### src/rtl/dmem_arbiter_if.sv
// Bundle of the two requester ports, the shared memory bus and status/debug
// signals of the data-memory arbiter.
interface dmem_arbiter_if #(
  parameter int AW = 32,
  parameter int DW = 32
);
  // Handshake: mX_req is held high with mX_wr/addr/wdata stable until the
  // single-cycle mX_done pulse; mX_rdata is valid from the done cycle onward.
  logic          m0_req;
  logic          m0_wr;
  logic [AW-1:0] m0_addr;
  logic [DW-1:0] m0_wdata;
  logic [DW-1:0] m0_rdata;
  logic          m0_done;

  logic          m1_req;
  logic          m1_wr;
  logic [AW-1:0] m1_addr;
  logic [DW-1:0] m1_wdata;
  logic [DW-1:0] m1_rdata;
  logic          m1_done;

  logic          mem_rd;
  logic          mem_wr;
  logic [AW-1:0] mem_addr;
  logic [DW-1:0] mem_wdata;
  logic [DW-1:0] mem_rdata;

  logic          busy;
  logic [2:0]    dbg_state;

  modport slave (
    input  m0_req, m0_wr, m0_addr, m0_wdata,
    input  m1_req, m1_wr, m1_addr, m1_wdata,
    input  mem_rdata,
    output m0_rdata, m0_done, m1_rdata, m1_done,
    output mem_rd, mem_wr, mem_addr, mem_wdata,
    output busy, dbg_state
  );

  modport master (
    output m0_req, m0_wr, m0_addr, m0_wdata,
    output m1_req, m1_wr, m1_addr, m1_wdata,
    output mem_rdata,
    input  m0_rdata, m0_done, m1_rdata, m1_done,
    input  mem_rd, mem_wr, mem_addr, mem_wdata,
    input  busy, dbg_state
  );
endinterface

### src/rtl/dmem_arbiter.sv
// Two-port arbiter for the single-port data memory: CPU load/store (port 0)
// and bootloader/DMA (port 1), one access per three cycles.
module dmem_arbiter #(
  parameter int AW           = 32,
  parameter int DW           = 32,
  parameter int FIXED_PRIO   = 0,
  parameter int STARVE_LIMIT = 4
) (
  input logic         clk,
  input logic         reset,
  dmem_arbiter_if.slave bus
);

  typedef enum logic [2:0] {
    S_IDLE  = 3'd0,
    S_ACC0  = 3'd1,
    S_ACC1  = 3'd2,
    S_DONE0 = 3'd3,
    S_DONE1 = 3'd4
  } state_t;

  localparam logic [3:0] LIMIT = 4'(STARVE_LIMIT);

  state_t        state_q, state_d;
  logic          last_q, last_d;
  logic [3:0]    starve_q, starve_d;
  logic [DW-1:0] rdata0_q, rdata0_d;
  logic [DW-1:0] rdata1_q, rdata1_d;
  logic          done0_q, done0_d;
  logic          done1_q, done1_d;
  logic          busy_q, busy_d;
  logic          grant1;

  always_comb begin
    state_d  = state_q;
    last_d   = last_q;
    starve_d = starve_q;
    rdata0_d = rdata0_q;
    rdata1_d = rdata1_q;
    grant1   = 1'b0;
    unique case (state_q)
      S_IDLE: begin
        if (bus.m0_req && bus.m1_req)
          grant1 = (FIXED_PRIO != 0) ? (starve_q == LIMIT) : !last_q;
        else
          grant1 = bus.m1_req;
        if (bus.m0_req || bus.m1_req)
          state_d = grant1 ? S_ACC1 : S_ACC0;
        // Count only port-0 wins that leave port 1 waiting; saturate at the limit.
        if ((FIXED_PRIO == 0) || !bus.m1_req || grant1)
          starve_d = 4'd0;
        else if (starve_q != LIMIT)
          starve_d = starve_q + 4'd1;
      end
      S_ACC0: begin
        state_d = S_DONE0;
        last_d  = 1'b0;
        if (!bus.m0_wr) rdata0_d = bus.mem_rdata;
      end
      S_ACC1: begin
        state_d = S_DONE1;
        last_d  = 1'b1;
        if (!bus.m1_wr) rdata1_d = bus.mem_rdata;
      end
      default: state_d = S_IDLE;
    endcase
    done0_d = (state_d == S_DONE0);
    done1_d = (state_d == S_DONE1);
    busy_d  = (state_d != S_IDLE);
  end

  always_ff @(posedge clk) begin
    if (reset) begin
      state_q  <= S_IDLE;
      last_q   <= 1'b1;
      starve_q <= 4'd0;
      rdata0_q <= '0;
      rdata1_q <= '0;
      done0_q  <= 1'b0;
      done1_q  <= 1'b0;
      busy_q   <= 1'b0;
    end else begin
      state_q  <= state_d;
      last_q   <= last_d;
      starve_q <= starve_d;
      rdata0_q <= rdata0_d;
      rdata1_q <= rdata1_d;
      done0_q  <= done0_d;
      done1_q  <= done1_d;
      busy_q   <= busy_d;
    end
  end

  // Memory bus is steered from the granted port only during the access cycle;
  // the write strobe is masked by reset so an aborted access never lands.
  always_comb begin
    bus.mem_rd    = 1'b0;
    bus.mem_wr    = 1'b0;
    bus.mem_addr  = '0;
    bus.mem_wdata = '0;
    unique case (state_q)
      S_ACC0: begin
        bus.mem_rd    = !bus.m0_wr;
        bus.mem_wr    = bus.m0_wr && !reset;
        bus.mem_addr  = bus.m0_addr;
        bus.mem_wdata = bus.m0_wdata;
      end
      S_ACC1: begin
        bus.mem_rd    = !bus.m1_wr;
        bus.mem_wr    = bus.m1_wr && !reset;
        bus.mem_addr  = bus.m1_addr;
        bus.mem_wdata = bus.m1_wdata;
      end
      default: ;
    endcase
  end

  assign bus.m0_rdata  = rdata0_q;
  assign bus.m1_rdata  = rdata1_q;
  assign bus.m0_done   = done0_q;
  assign bus.m1_done   = done1_q;
  assign bus.busy      = busy_q;
  assign bus.dbg_state = state_q;

endmodule

### src/flat_wrapper.sv
// flat-port wrapper written by rule: the top's interface ports become plain ports
module dmem_arbiter_flat 
#(
  parameter int AW           = 32,
  parameter int DW           = 32,
  parameter int FIXED_PRIO   = 0,
  parameter int STARVE_LIMIT = 4
)
  (clk, reset, bus_m0_req, bus_m0_wr, bus_m0_addr, bus_m0_wdata, bus_m1_req, bus_m1_wr, bus_m1_addr, bus_m1_wdata, bus_mem_rdata, bus_m0_rdata, bus_m0_done, bus_m1_rdata, bus_m1_done, bus_mem_rd, bus_mem_wr, bus_mem_addr, bus_mem_wdata, bus_busy, bus_dbg_state);
  dmem_arbiter_if #(.AW(AW), .DW(DW)) bus_i ();
  input logic clk;
  input logic reset;
  input wire logic [$bits(bus_i.m0_req)-1:0] bus_m0_req;
  input wire logic [$bits(bus_i.m0_wr)-1:0] bus_m0_wr;
  input wire logic [$bits(bus_i.m0_addr)-1:0] bus_m0_addr;
  input wire logic [$bits(bus_i.m0_wdata)-1:0] bus_m0_wdata;
  input wire logic [$bits(bus_i.m1_req)-1:0] bus_m1_req;
  input wire logic [$bits(bus_i.m1_wr)-1:0] bus_m1_wr;
  input wire logic [$bits(bus_i.m1_addr)-1:0] bus_m1_addr;
  input wire logic [$bits(bus_i.m1_wdata)-1:0] bus_m1_wdata;
  input wire logic [$bits(bus_i.mem_rdata)-1:0] bus_mem_rdata;
  output wire logic [$bits(bus_i.m0_rdata)-1:0] bus_m0_rdata;
  output wire logic [$bits(bus_i.m0_done)-1:0] bus_m0_done;
  output wire logic [$bits(bus_i.m1_rdata)-1:0] bus_m1_rdata;
  output wire logic [$bits(bus_i.m1_done)-1:0] bus_m1_done;
  output wire logic [$bits(bus_i.mem_rd)-1:0] bus_mem_rd;
  output wire logic [$bits(bus_i.mem_wr)-1:0] bus_mem_wr;
  output wire logic [$bits(bus_i.mem_addr)-1:0] bus_mem_addr;
  output wire logic [$bits(bus_i.mem_wdata)-1:0] bus_mem_wdata;
  output wire logic [$bits(bus_i.busy)-1:0] bus_busy;
  output wire logic [$bits(bus_i.dbg_state)-1:0] bus_dbg_state;
  assign bus_i.m0_req = bus_m0_req;
  assign bus_i.m0_wr = bus_m0_wr;
  assign bus_i.m0_addr = bus_m0_addr;
  assign bus_i.m0_wdata = bus_m0_wdata;
  assign bus_i.m1_req = bus_m1_req;
  assign bus_i.m1_wr = bus_m1_wr;
  assign bus_i.m1_addr = bus_m1_addr;
  assign bus_i.m1_wdata = bus_m1_wdata;
  assign bus_i.mem_rdata = bus_mem_rdata;
  assign bus_m0_rdata = bus_i.m0_rdata;
  assign bus_m0_done = bus_i.m0_done;
  assign bus_m1_rdata = bus_i.m1_rdata;
  assign bus_m1_done = bus_i.m1_done;
  assign bus_mem_rd = bus_i.mem_rd;
  assign bus_mem_wr = bus_i.mem_wr;
  assign bus_mem_addr = bus_i.mem_addr;
  assign bus_mem_wdata = bus_i.mem_wdata;
  assign bus_busy = bus_i.busy;
  assign bus_dbg_state = bus_i.dbg_state;
  dmem_arbiter #(.AW(AW), .DW(DW), .FIXED_PRIO(FIXED_PRIO), .STARVE_LIMIT(STARVE_LIMIT)) u_core (.clk(clk), .reset(reset), .bus(bus_i));
endmodule
### config.mk
export PLATFORM = sky130hd
export DESIGN_NAME = dmem_arbiter_flat
export DESIGN_NICKNAME = d
export VERILOG_FILES = /design/src/rtl/dmem_arbiter_if.sv /design/src/rtl/dmem_arbiter.sv /design/src/flat_wrapper.sv
export SDC_FILE = /design/constraint.sdc
export NUM_CORES = 1
export LEC_CHECK = 0
export ABC_AREA = 1
export BUFFER_PORTS_ARGS = -buffer_cell sky130_fd_sc_hd__buf_2
export CORE_AREA = 2 2 116 118
export DETAILED_ROUTE_END_ITERATION = 10
export DIE_AREA = 0 0 118 120
export MAX_ROUTING_LAYER = met4
export PLACE_DENSITY = 0.6
export REMOVE_ABC_BUFFERS = 1
export SETUP_SLACK_MARGIN = 0.02
export SLEW_MARGIN = 20
export SYNTH_ARGS = -nofsm -noshare
export SYNTH_HDL_FRONTEND = slang
export SYNTH_SLANG_ARGS = --single-unit
### constraint.sdc
create_clock -name clk -period 4.76 [get_ports clk]
set_clock_uncertainty 0.2 [all_clocks]
set_input_delay 1.19 -clock clk [delete_from_list [all_inputs] [get_ports clk]]
set_output_delay 1.19 -clock clk [all_outputs]
set_load 0.02 [all_outputs]
=== Word level (Yosys, flattened, before mapping) ===
Index checks and enable logic that the tools add are counted.

* Bits in registers: 71
* RAM bits: 0
* Latch bits: 0
* Input port bits: 166
* Memories kept: 0
* Output and inout port bits: 136
* ROM bits: 0
* Logic and storage cells: 36

* Shift operators: 0
* Magnitude comparators: 0
* Add/subtract/negate cells: 0
* Reduce and logical (&&, ||, !) cells: 13
* Bitwise logic cells: 2
* Divide/modulo/power cells: 0
* Muxes and demuxes: 10
* $mul: 0
* Equal/unequal tests: 4

{| class="wikitable"
|+ Operators with widths
! operator !! number
|-
| 32-bit one-hot mux with 2 select lines || 2
|-
| 3-bit one-hot mux with 3 select lines || 1
|-
| 3-bit by 2-bit equality test with 1-bit output (second input constant) || 2
|-
| 1-bit one-hot mux with 2 select lines || 3
|-
| 1-bit logical NOT || 4
|-
| 2-bit AND reduction || 2
|-
| 3-bit by 1-bit equality test with 1-bit output (second input constant) || 1
|-
| 3-bit equality test (second input constant) || 1
|-
| 1-bit logical AND || 3
|-
| 3-bit logical NOT || 1
|-
| 3-bit 2-to-1 mux || 1
|-
| 3-bit nonzero test || 1
|-
| 1-bit 2-to-1 mux || 2
|-
| 2-bit 2-to-1 mux || 1
|-
| 1-bit NOT || 2
|-
| 2-bit nonzero test || 1
|-
| 1-bit logical OR || 1
|}

=== Depth between registers and ports, before layout ===
* Word-level depth: 7
* Depth in mapped cells: 7
* Depth with buffers taken out: 5

=== Worst setup path before layout ===
No wires, ideal clock.

* Kind: input-to-output
* Start point: in bus_m0_wr
* End point: out bus_mem_rd
* Setup slack: 1.428 ns
* Data arrival time: 1.942 ns
* Cell stages on the path: 4
* Path buffers: 2
* Data required time: 3.370 ns
* Cell sequence: nand3b_2 > buf_4 > buf_2 > o21ai_0

* Word-level cells in the longest chain between the ends: 2

{| class="wikitable"
|+ RTL lines
! element !! RTL line !! RTL
|-
| start: declaration || flat_wrapper.sv:14 || <nowiki>input wire logic [$bits(bus_i.m0_wr)-1:0] bus_m0_wr;</nowiki>
|-
| 1-bit logical NOT || -- ||
|-
| 1-bit one-hot mux with 2 select lines || dmem_arbiter.sv:101 || <nowiki>unique case (state_q)</nowiki>
|-
| end: declaration || flat_wrapper.sv:26 || <nowiki>output wire logic [$bits(bus_i.mem_rd)-1:0] bus_mem_rd;</nowiki>
|}

Every way passes these cells.

=== Final worst setup path ===
* Start point: reg u_core.state_q[2], in the netlist u_core.bus.dbg_state[2]
* End point: out bus_mem_addr[16]

* Word-level cells in the longest chain between the ends: 2
* Elaborated cells between the ends (all ways): 3
* Classes of those cells: eq/ne: 2; mux: 1

{| class="wikitable"
|+ RTL lines
! element !! RTL line !! RTL
|-
| start: declaration || dmem_arbiter.sv:24 || <nowiki>state_t state_q, state_d;</nowiki>
|-
| start signal: assignment || dmem_arbiter.sv:83 || <nowiki>state_q <= state_d;</nowiki>
|-
| 3-bit by 2-bit equality test with 1-bit output or 3-bit by 1-bit equality test with 1-bit output (tied branches) || dmem_arbiter.sv:101 ||
|-
| 32-bit one-hot mux with 2 select lines * || dmem_arbiter.sv:101 ||
|-
| end: declaration || flat_wrapper.sv:28 || <nowiki>output wire logic [$bits(bus_i.mem_addr)-1:0] bus_mem_addr;</nowiki>
|}

Every way passes the cells marked *; elsewhere a longest branch is shown, timed or not.

==> results.sh <==
export IMPL_ctsLongestPathBuffers=2
export IMPL_worstPathMaxFanout=49
export IMPL_total_congestion_overflow_after_global_routing=0
export IMPL_rows=42
export IMPL_place_congestion=0.892
export IMPL_post_cts_buffers=0
export IMPL_crit_type="reg -> out"
export IMPL_antenna_found_initial=2
export IMPL_synth_cell_types=20
export IMPL_synth_sequential_area_ratio_pct=37.2
export IMPL_wl_um=17000
export IMPL_fp_coreArea_um2=13000
export IMPL_clock_fmax_ghz=0.272
export IMPL_synthSimpleGateAreaFrac_pct=49.4
export IMPL_dp_wirelength_um=13400
export IMPL_timing_final_hold_violations=0
export IMPL_timing_critical_path_from_type="flip-flop"
export IMPL_yosys_area_share_xor_xnor_pct=0
export IMPL_run_status="finished clean"
export IMPL_clk_pin_slew_ns=0.05
export IMPL_layout_cell_share_with_drive_strength_beyond_1_pct=35.4
export IMPL_cts_sinks=71
export IMPL_setup_repair_after_global_routing_missed_its_margin="false"
export IMPL_numPlacedInstances=1100
export IMPL_timing_final_max_slew_violations=0
export IMPL_p_leak_nw=3.64
export IMPL_layout_core_utilization_pct=43.9
export IMPL_dr_wl_met3_um=1280
export IMPL_final_common_cell="sky130_fd_sc_hd__buf_2"
export IMPL_grt_max_degree=65
export IMPL_clkPwrFrac_pct=36.0
export IMPL_final_area_um2=5700
export IMPL_critical_path_required_ns=3.37
export IMPL_grt_pass1_wl_um=24600
export IMPL_layout_common_cells="sky130_fd_sc_hd__buf_2 (301), sky130_fd_sc_hd__nand2_1 (296), sky130_fd_sc_hd__nor2_1 (129)"
export IMPL_hold_worst_slack_ns=0.271
export IMPL_clk_latency_ns=0.33
export IMPL_detailedRoute_firstIterationViolations=331
export IMPL_power_share_switching_pct=34.0
export IMPL_maxCapViolCount=0
export IMPL_synth_area_per_cell_um2=5.83
export IMPL_timing_setup_tns_ns=0
export IMPL_clock_root_buffer="sky130_fd_sc_hd__clkbuf_16"
export IMPL_relSlewSlack_pct=25.5
export IMPL_critical_path_arrival_ns=2.29
export IMPL_adder_and_majority_gate_portion_of_the_synthesized_area_pct=0
export IMPL_seqCellArea_um2=1420
export IMPL_post_synth_mux_area_share_pct=0
export IMPL_cts_tree="yes"
export IMPL_finalSetupViolations=0
export IMPL_post_dp_cell_area_um2=5380
export IMPL_vias=4755
export IMPL_met2_wirelength_um=7680
export IMPL_power_internal_w=0.00127
export IMPL_drt_drc_violations_left=0
export IMPL_power_frac_comb_pct=29.9
export IMPL_synth_compound_area_share_pct=0.393
export IMPL_io_pins=302
export IMPL_worstHoldPathType="reg -> reg"
export IMPL_synth_cell_area_um2=3820
export IMPL_finalNetCount=1101
export IMPL_die_area_um2=14200
export IMPL_cells_after_synth=655
export IMPL_powerDensity_nw_per_um2=339
export IMPL_grt_pass1_vias=4258
export IMPL_multi_input_area_um2=1900
export IMPL_end_kind="primary output"
export IMPL_worstMarginPinSlew_ns=1.12
export IMPL_drt_pre_antenna_iters=4
export IMPL_top_layer="met4"
export IMPL_ys_warn_count=0
export IMPL_die_w_um=118
export IMPL_numCtsBuffers=9
export IMPL_num_fill_cells=1460
export IMPL_fp_dieH_um=120
export IMPL_wire_length_the_detailed_router_placed_on_met1_um=7770
export IMPL_wire_per_inst_um=15.2
export IMPL_cts_hold_buffers=0
export IMPL_placement_io_buffers=301
export IMPL_initial_utilization_pct=29.4
export IMPL_synth_seq_cells=71
export IMPL_vdd_drop_max_mv=0.187
export IMPL_period_needed_ns=3.68
export IMPL_power_sequential_fraction_pct=34.1
export IMPL_track_usage_pct=23.8
export IMPL_ctsHtreeMaxLevel=3
export IMPL_ctsResizeCount=0
export IMPL_final_period_utilization_pct=77.3
export IMPL_fin_cells=1117
export IMPL_main_combinational_cell_family_by_area_after_synthesis="simple AND/OR/NAND/NOR gates"
export IMPL_drt_antenna_violating_nets=0
export IMPL_power_switching_w=0.000656
export IMPL_avgViaCountPerCell=4.26
export IMPL_area_growth_pct=49.1
[cell families (layout without fill, tap and decap cells)]
family,after synthesis,after routing
AND/OR/NAND/NOR,469,469
buffers and inverters,112,397
flip-flops,71,71
AO/OA/AOI/OAI,3,3
other,0,1
[critical path, stage by stage, from the launching register on]
cell	delay (ns)
sky130_fd_sc_hd__dfxtp_1	0.36
sky130_fd_sc_hd__nor2_4	0.18
sky130_fd_sc_hd__nand2_2	0.12
sky130_fd_sc_hd__inv_2	0.25
sky130_fd_sc_hd__buf_4	0.50
sky130_fd_sc_hd__nand2_1	0.09
sky130_fd_sc_hd__nand2_1	0.23
sky130_fd_sc_hd__buf_2	0.22
[through the flow]
step	power, W	setup WS [ns]
floorplan	0.000988	0.702
global placement	0.00125	1.22
detailed placement	0.00125	1.23
CTS	0.00195	1.02
global route	0.00203	0.854
finish	0.00193	1.08
[area by class of cell]
class,instances,share of cell area (%)
well taps,176,3.87
inverters,72,4.75
repair buffers,309,27.5
clock buffers,14,4.81
flip-flops and latches,71,25.0
clock inverters,2,0.659
multi-input cells,472,33.4
diodes,1,0.0439
[final timing paths]
kind | startpoint | to | slack [ns] | depth (start not counted)
max reg2reg | u_core.bus.dbg_state[1] | u_core.bus.m0_rdata[1] | 3.04 | 6
max | u_core.bus.dbg_state[2] | bus_mem_addr[16] | 1.08 | 7
min | u_core.bus.m1_rdata[14] | u_core.bus.m1_rdata[14] | 0.27 | 2
min reg2reg | u_core.bus.m1_rdata[14] | u_core.bus.m1_rdata[14] | 0.27 | 2
[registers in the layout, summed over array words and instances, names as in the netlist]
name / count
u_core.bus.m0_rdata: 32
u_core.bus.m0_done: 1
u_core.last_q: 1
u_core.bus.m1_done: 1
u_core.bus.dbg_state: 3
u_core.bus.m1_rdata: 32
u_core.bus.busy: 1
[synth_stat cells]
library cell	count	area (um2)
sky130_fd_sc_hd__inv_2	3	11.3
sky130_fd_sc_hd__nand2_1	296	1110
sky130_fd_sc_hd__nand3b_2	1	11.3
sky130_fd_sc_hd__nand2_2	1	6.26
sky130_fd_sc_hd__buf_1	5	18.8
sky130_fd_sc_hd__buf_4	11	82.6
sky130_fd_sc_hd__a21oi_1	2	10.0
sky130_fd_sc_hd__dfxtp_1	71	1420
sky130_fd_sc_hd__buf_6	2	22.5
sky130_fd_sc_hd__nand3_1	5	25.0
sky130_fd_sc_hd__inv_1	68	255
sky130_fd_sc_hd__o21ai_0	1	5.00
sky130_fd_sc_hd__clkinv_1	1	3.75
sky130_fd_sc_hd__nor2_1	129	484
sky130_fd_sc_hd__nor2_2	2	12.5
sky130_fd_sc_hd__nand3b_4	1	20.0
sky130_fd_sc_hd__clkbuf_1	8	30.0
sky130_fd_sc_hd__buf_2	14	70.1
sky130_fd_sc_hd__nand4_1	33	206
sky130_fd_sc_hd__nor2_4	1	11.3
[power by group through the flow]
stage          clock network (W)  logic, W  registers, W
4_1_cts                 0.000709  0.000581      0.000658
6_report                0.000695  0.000576      0.000658
5_1_grt                 0.000735  0.000629      0.000663
3_5_place_dp                   0  0.000579      0.000671
3_3_place_gp                   0  0.000581      0.000668
2_1_floorplan                  0  0.000268      0.000720
[layer usage]
metal,track usage (%),vias up
met5,-,-
met4,6.70,0
met3,5.47,18
met2,36.8,176
met1,31.1,2055
li1,-,2506
No activity file was read; power rests on OpenSTA's default activity.
